## config.mk

```make
export PLATFORM = sky130hd
export DESIGN_NAME = change_dispenser
export DESIGN_NICKNAME = d
export VERILOG_FILES = /design/src/rtl/change_dispenser.sv
export SDC_FILE = /design/constraint.sdc
export NUM_CORES = 1
export LEC_CHECK = 0
export BUFFER_PORTS_ARGS = -buffer_cell sky130_fd_sc_hd__buf_2
export CAP_MARGIN = 20
export CORE_UTILIZATION = 59
export CTS_CLUSTER_SIZE = 40
export DETAILED_ROUTE_END_ITERATION = 8
export PLACE_DENSITY = 0.91
export SLEW_MARGIN = 20
export SYNTH_ARGS = -nofsm -noshare
export SYNTH_HDL_FRONTEND = slang
export SYNTH_SLANG_ARGS = --single-unit
```

## constraint.sdc

```tcl
create_clock -name CLK -period 3 [get_ports CLK]
set_clock_uncertainty 0.1 [all_clocks]
set_input_delay 0.3 -clock CLK [delete_from_list [all_inputs] [get_ports CLK]]
set_output_delay 0.3 -clock CLK [all_outputs]
set_load 0.02 [all_outputs]
```

## src/rtl/change_dispenser.sv

```systemverilog
// Coin hopper sequencer: queues change-return strobes and ejects them one
// coin at a time with sensor confirmation, jam timeout and a paid total.
module change_dispenser #(
    parameter int DEPTH      = 8,
    parameter int TIMEOUT    = 255,
    parameter int GAP_CYCLES = 4
) (
    input  logic        CLK,
    input  logic        RST_N,
    input  logic        DROP50,
    input  logic        DROP100,
    input  logic        DROP500,
    input  logic        DROP1000,
    input  logic        HOP_SENSE,
    input  logic        CLR_JAM,
    output logic [3:0]  MOTOR,
    output logic        BUSY,
    output logic        FULL,
    output logic        JAM,
    output logic [1:0]  JAM_CODE,
    output logic        OVF,
    output logic        MULTI,
    output logic [15:0] PAID
);

    localparam int AW = $clog2(DEPTH);
    localparam int TW = $clog2(TIMEOUT + 1);
    localparam int GW = $clog2(GAP_CYCLES + 1);

    typedef enum logic [1:0] {
        S_IDLE,
        S_DRIVE,
        S_GAP,
        S_JAM
    } state_t;

    state_t          state_q, state_d;
    logic [1:0]      mem_q [DEPTH];
    logic [AW-1:0]   wptr_q, rptr_q;
    logic [AW:0]     count_q, count_d;
    logic [1:0]      cur_q, cur_d;
    logic [TW-1:0]   tcnt_q, tcnt_d;
    logic [GW-1:0]   gcnt_q, gcnt_d;
    logic [3:0]      motor_q, motor_d;
    logic [15:0]     paid_q, paid_d;
    logic            ovf_q, ovf_d;
    logic            multi_q, multi_d;

    logic [3:0]      drops;
    logic [1:0]      push_code;
    logic            push_req, push_ok, pop, full;
    logic [16:0]     sum;

    function automatic logic [4:0] weight(input logic [1:0] c);
        case (c)
            2'd0:    weight = 5'd1;
            2'd1:    weight = 5'd2;
            2'd2:    weight = 5'd10;
            default: weight = 5'd20;
        endcase
    endfunction

    assign drops    = {DROP1000, DROP500, DROP100, DROP50};
    assign push_req = |drops;
    assign full     = (count_q == (AW+1)'(DEPTH));
    assign push_ok  = push_req && (!full || pop);

    always_comb begin
        push_code = 2'd0;
        if (DROP1000)     push_code = 2'd3;
        else if (DROP500) push_code = 2'd2;
        else if (DROP100) push_code = 2'd1;
    end

    always_comb begin
        state_d = state_q;
        cur_d   = cur_q;
        tcnt_d  = tcnt_q;
        gcnt_d  = gcnt_q;
        paid_d  = paid_q;
        pop     = 1'b0;
        sum     = {1'b0, paid_q} + {12'd0, weight(cur_q)};
        unique case (state_q)
            S_IDLE: begin
                if (count_q != '0) begin
                    pop     = 1'b1;
                    cur_d   = mem_q[rptr_q];
                    tcnt_d  = '0;
                    state_d = S_DRIVE;
                end
            end
            S_DRIVE: begin
                // Only motor-on cycles count toward the jam timeout.
                if (motor_q != 4'd0) tcnt_d = tcnt_q + 1'b1;
                if (HOP_SENSE) begin
                    paid_d  = sum[16] ? 16'hFFFF : sum[15:0];
                    gcnt_d  = '0;
                    state_d = S_GAP;
                end else if (tcnt_q == TW'(TIMEOUT)) begin
                    state_d = S_JAM;
                end
            end
            S_GAP: begin
                if (gcnt_q == GW'(GAP_CYCLES - 1)) state_d = S_IDLE;
                else gcnt_d = gcnt_q + 1'b1;
            end
            S_JAM: begin
                if (CLR_JAM) begin
                    tcnt_d  = '0;
                    state_d = S_DRIVE;
                end
            end
        endcase
    end

    always_comb begin
        motor_d = 4'd0;
        if (state_q == S_DRIVE && state_d == S_DRIVE)
            motor_d = 4'b0001 << cur_q;
        ovf_d   = CLR_JAM ? 1'b0 : ovf_q;
        multi_d = CLR_JAM ? 1'b0 : multi_q;
        if (push_req && full && !pop) ovf_d = 1'b1;
        if (!$onehot0(drops))         multi_d = 1'b1;
        count_d = count_q;
        unique case ({push_ok, pop})
            2'b10:   count_d = count_q + 1'b1;
            2'b01:   count_d = count_q - 1'b1;
            default: count_d = count_q;
        endcase
    end

    always_ff @(posedge CLK) begin
        if (push_ok) mem_q[wptr_q] <= push_code;
    end

    always_ff @(posedge CLK or negedge RST_N) begin
        if (!RST_N) begin
            state_q <= S_IDLE;
            wptr_q  <= '0;
            rptr_q  <= '0;
            count_q <= '0;
            cur_q   <= 2'd0;
            tcnt_q  <= '0;
            gcnt_q  <= '0;
            motor_q <= 4'd0;
            paid_q  <= 16'd0;
            ovf_q   <= 1'b0;
            multi_q <= 1'b0;
        end else begin
            state_q <= state_d;
            if (push_ok) wptr_q <= wptr_q + 1'b1;
            if (pop)     rptr_q <= rptr_q + 1'b1;
            count_q <= count_d;
            cur_q   <= cur_d;
            tcnt_q  <= tcnt_d;
            gcnt_q  <= gcnt_d;
            motor_q <= motor_d;
            paid_q  <= paid_d;
            ovf_q   <= ovf_d;
            multi_q <= multi_d;
        end
    end

    assign MOTOR    = motor_q;
    assign BUSY     = (count_q != '0) || (state_q != S_IDLE);
    assign FULL     = full;
    assign JAM      = (state_q == S_JAM);
    assign JAM_CODE = JAM ? cur_q : 2'd0;
    assign OVF      = ovf_q;
    assign MULTI    = multi_q;
    assign PAID     = paid_q;

endmodule

```

* Word level (Yosys, flattened, before mapping)
Memories as Yosys holds them, arrays and structs flattened. A register that Yosys moved wholly into a read port is not among the register bits.
Index checks and enable logic that the tools add are counted.
** Operators by class
- Mux-type cells :: 28
- Eq/ne operators :: 17
- Add/sub/neg operators :: 10
- Shifts and indexed selects :: 1
- Reduce and logical (&&, ||, !) cells :: 23
- Magnitude comparators :: 1
** Operators by type and width (number)
- $mux 8 :: 3
- $pmux 8 s3 :: 1
- $add 16x5->17 :: 1
- $mux 16 :: 1
- $mux 2 :: 8
- $pmux 5 s3 :: 1
- $ne 2x2->1 const B :: 6
- $add 3x1->3 const B :: 3
- $add 8x1->8 const B :: 1
- $eq 2x1->1 const B :: 4
- $eq 2x2->1 const B :: 4
- $eq 8x8->1 const B :: 1
- $mux 1 :: 8
- $pmux 2 s4 :: 1
- $pmux 4 s2 :: 1
- $reduce_bool 2->1 :: 4
- $reduce_bool 4->1 :: 2
- $mux 3 :: 2
- $pmux 3 s2 :: 1
- $add 1x1->2 :: 2
- $add 4x1->4 const B :: 1
- $eq 4x4->1 const B :: 1
- $logic_and 1x1->1 :: 4
- $logic_not 2->1 :: 2
- 13 further kinds :: 17
** Storage, ports and cells
- Input bits :: 8
- Memories kept :: 1
- RAM bits :: 16
- Bits in registers :: 45
** Memories
- mem_q :: words 8, width 2, rd ports 1, clocked after memory_dff 1, wr ports 1, line 38 : logic [1:0] mem_q [DEPTH];

* Depth between registers and ports, before layout
- Depth after elaboration :: 7
- Gate-level depth with buffers :: 10
- Mapped depth without buffers :: 10

* Worst setup path before layout
OpenSTA, ideal clock, no wires.
- Kind :: register to register
- Start point :: register cur_q[0] (read register of mem_q)
- End point :: register paid_q[6] (netlist: PAID[6])
- Path buffers :: 0
- Library setup time :: 0.125 ns
- Required time :: 2.775 ns
- Arrival time :: 2.411 ns
- Slack :: 0.364 ns
- Cell stages (with the launch flop) :: 10
- Path through :: dfrtp_1 -> inv_1 -> ha_1 -> ha_1 -> fa_1 -> or4_1 -> o31a_1 -> and2_4 -> nand3_1 -> mux2_2
** Between the ends
- Longest elaborated chain between the ends :: 4
- Elaborated cells between the ends (all ways) :: 6
** RTL lines
- from (decl) :: line 41 : logic [1:0] cur_q, cur_d;
- $eq 2x2->1, or another cell as far along :: line 55 : case (c)
- $pmux 5 s3 (*) :: line 55
- $add 16x5->17 (*) :: line 82 : sum = {1'b0, paid_q} + {12'd0, weight(cur_q)};
- $mux 16 (*) :: line 96 : paid_d = sum[16] ? 16'hFFFF : sum[15:0];
- to (signal assigned) :: line 158 : paid_q <= paid_d;
- to (decl) :: line 45 : logic [15:0] paid_q, paid_d;
Mark *: on every way between the ends. The rest lies on a longest branch, timed or not.
A chain may end at the register's enable or synchronous reset.

* Worst setup path after layout
Ends and elaborated chain as after synthesis.

==> run metrics <==
Synthesis Warnings 0; I/O pin total 35; placed cells 424; Post-DP HPWL 4900 um; Critical Path AT 2.96 ns; vias around 2.5k; period utilization a little over nine tenths; Leak Pwr around 0.0018 uW; Die W between 70 and 80 um; CP required between 3 and 4 ns; clock sink total 63; ranking of synthesized cells by area dfrtp_1, edfxtp_1, ha_1; total CTS buffers 9; die area a little over 6000 um2; Syn Inst Count about 330; crit path max fanout 6; Clock transition at path regs 0.07 ns; post-CTS setup buffers 0; initial antenna violation count 0; max cap viols 0; H-Tree Depth 3; GRT Total Usage between 20% and 30%; ant diodes 0; top-area cell type share of the netlist area 34.6%; register area share after synthesis between 40 and 50%; Wirelength per Cell ~15 um; worst IR drop on VDD about 0.57 mV; core area about 5500 um2; CTS tree done; first-pass GRT wire length 11400 um; layout cells sized above 1 a little under a fifth; Nets 391; Fin. Hold Viols 0; status finished, final reports clean; Min-Delay Path Class primary input to flop; Critical Path Sink Type flop; die height between 70 and 80 um; Yosys top cell by area dfrtp_1; clk root buf clkbuf_8; minimum clock period around 2.8 ns; final slew viol count 0; vias in the first global route between 2k and 3k; GPL Wtd Cong ~0.8; register bit total from synthesis 63; Post-synth ARST share between 70% and 80%; Synth Flop Type dfrtp_1; Area Overhead vs Synth 12.9%; Syn Nets 355; post-route ant nets 0; TNS Setup 0 ns; synth unique cells 57; clock buffer depth 2; Post-Syn Area per Cell between 10 and 15 um2; I/O Buffers 34; drt first pass iters 4; Starting Density roughly three fifths; Setup CP Type flop to flop; Fmax ~350 MHz; DRT Wirelength 6710 um; PwrDens 975 nW/um2; Finish-stage setup viols 0; Post-synth EDFFs 16; pin count of the biggest net entering global routing 48; DRT iter0 DRCs 133; actual slew at the worst max-slew pin between 0.9 and 1 ns; total grt overflow 0; filler instances between 400 and 500; DR DRC count 0; via/cell ratio ~5.8; RSZ-0062 raised after global routing false; CP startpoint kind flop; non-filler instance count after layout approximately 440; Slew Limit Headroom between 30% and 40%; Mapped Area approximately 3400 um2; Rows 27; Clock Latency Late Sink 0.34 ns
metrics by stage:
| step | power [uW] | setup WS [ns] | hold WS, ns | instance area (um2) | util [%] |
|---|---|---|---|---|---|
| after detailed placement | 2990 | 0.165 | 0.369 | 3620 | 65.3 |
| after CTS | 3760 | 0.164 | 0.0927 | 3820 | 69.0 |
| after global routing | 4030 | 0.0256 | 0.0971 | 3840 | 69.3 |
| final | 3750 | 0.159 | 0.0994 | 3840 | 69.3 |
| after global placement | 2870 | 0.292 | 0.365 | 3620 | 65.3 |
| after floorplan | 2590 | 0.364 | -0.0956 | 3400 | - |
cells in the final DEF, fill, tap and decap left out, types with 2 or more instances in the layout:
cell / Yosys / routed
ha_1: 16 / 16
buf_2: 4 / 33
inv_1: 19 / 19
clkbuf_8: 0 / 9
buf_4: 1 / 3
mux4_2: 4 / 4
dfrtp_1: 47 / 47
mux2_2: 4 / 4
a221oi_1: 2 / 2
o21a_1: 2 / 2
or4_1: 2 / 2
o221ai_1: 2 / 2
edfxtp_1: 16 / 16
clkbuf_1: 5 / 2
nor3_1: 6 / 6
nand2b_1: 13 / 13
nor2b_1: 2 / 2
nor2_1: 23 / 23
and3_1: 7 / 7
bufinv_16: 0 / 2
or3_1: 4 / 4
nand4_1: 3 / 3
and4_1: 2 / 2
a21oi_1: 7 / 7
clkinv_2: 0 / 2
o21ai_0: 22 / 22
nand2_1: 37 / 37
xnor2_1: 8 / 8
o31ai_1: 5 / 5
xor2_1: 6 / 6
o22ai_1: 2 / 2
and2_1: 5 / 5
nand3_2: 1 / 2
fa_1: 3 / 3
a31oi_1: 10 / 10
mux2i_1: 4 / 4
nand3_1: 11 / 10
final cells by class:
type                            count  area [um2]  area share (%)
Sequential cell                    63        1660            43.1
Multi-Input combinational cell    234        1620            42.2
Timing Repair Buffer               37         198            5.15
Clock buffer                       11         131            3.42
Tap cell                           72        90.1            2.35
Clock inverter                      5        73.8            1.92
Inverter                           19        71.3            1.86
what timing repair did:
action / in CTS / in global routing
endpoints found under the hold margin: 0 / 47
setup endpoints to repair: 0 / 2
hold buffers: 0 / 1
gates resized for setup: 0 / 1
worst max-delay path, cell delays in order (launching register included):
cell and delay, ns:
dfrtp_1 0.43, inv_1 0.09, ha_1 0.22, ha_1 0.22
fa_1 0.47, or4_1 0.42, o31a_1 0.16, and2_4 0.20
nand3_1 0.09, mux2_2 0.34
path summary, 6_finish.rpt:
check / start / endpoint / slack [ns] / depth (start not counted)
max in group asynchronous: RST_N / state_q[0] / 1.98 / 2
min in group asynchronous: RST_N / PAID[13] / 0.41 / 2
min reg2reg: tcnt_q[6] / tcnt_q[6] / 0.38 / 1
min: CLR_JAM / OVF / 0.1 / 2
max reg2reg: cur_q[0] / PAID[6] / 0.16 / 9
max: cur_q[0] / PAID[6] / 0.16 / 9
Yosys cell counts (2+ instances only):
cell	instances
nor2_1	23
inv_1	19
nand3_1	11
xor2_1	6
mux2i_1	4
clkbuf_1	5
or3_1	4
and2_1	5
edfxtp_1	16
a31oi_1	10
buf_2	4
or4_1	2
o21a_1	2
mux2_2	4
xnor2_1	8
nand2b_1	13
o21ai_0	22
dfrtp_1	47
ha_1	16
o31ai_1	5
nand2_1	37
a21oi_1	7
and3_1	7
and4_1	2
o22ai_1	2
mux4_2	4
a221oi_1	2
nor3_1	6
fa_1	3
nor2b_1	2
o221ai_1	2
nand4_1	3
cells by family (layout without fill, tap and decap cells):
| logic type | Yosys count | count (layout) | share of synthesized area [%] |
|---|---|---|---|
| simple gates | 126 | 126 | 19.2 |
| compound gates | 63 | 63 | 11.9 |
| flops | 63 | 63 | 48.7 |
| buf+inv | 31 | 72 | 3.83 |
| fa+ha+maj | 19 | 19 | 7.65 |
| xor+xnor | 14 | 14 | 3.60 |
| mux | 12 | 12 | 5.15 |
layer usage:
layer | GRT usage [%] | up-vias | share of wire, %
li1 | - | 1241 | -
met1 | 28.8 | 1220 | 42
met2 | 43.2 | 63 | 52
met3 | 4.12 | 14 | 3.5
met4 | 11.5 | 0 | 2.2
met5 | 0 | - | 0
power by group:
part           leakage, uW  total, uW  internal (uW)  switching, uW
Clock             0.000105        771            463            309
Combinational     0.000913       1610            682            924
Sequential        0.000743       1370           1130            244
registers in the layout (all words and copies together), names as in the netlist, 3 cells and up:
name and flops:
tcnt_q 8, rptr_q 3, count_q 4, wptr_q 3, gcnt_q 3, mem_q 16
MOTOR 4, PAID 16
Note: power is estimated with default switching activity, not from simulation.
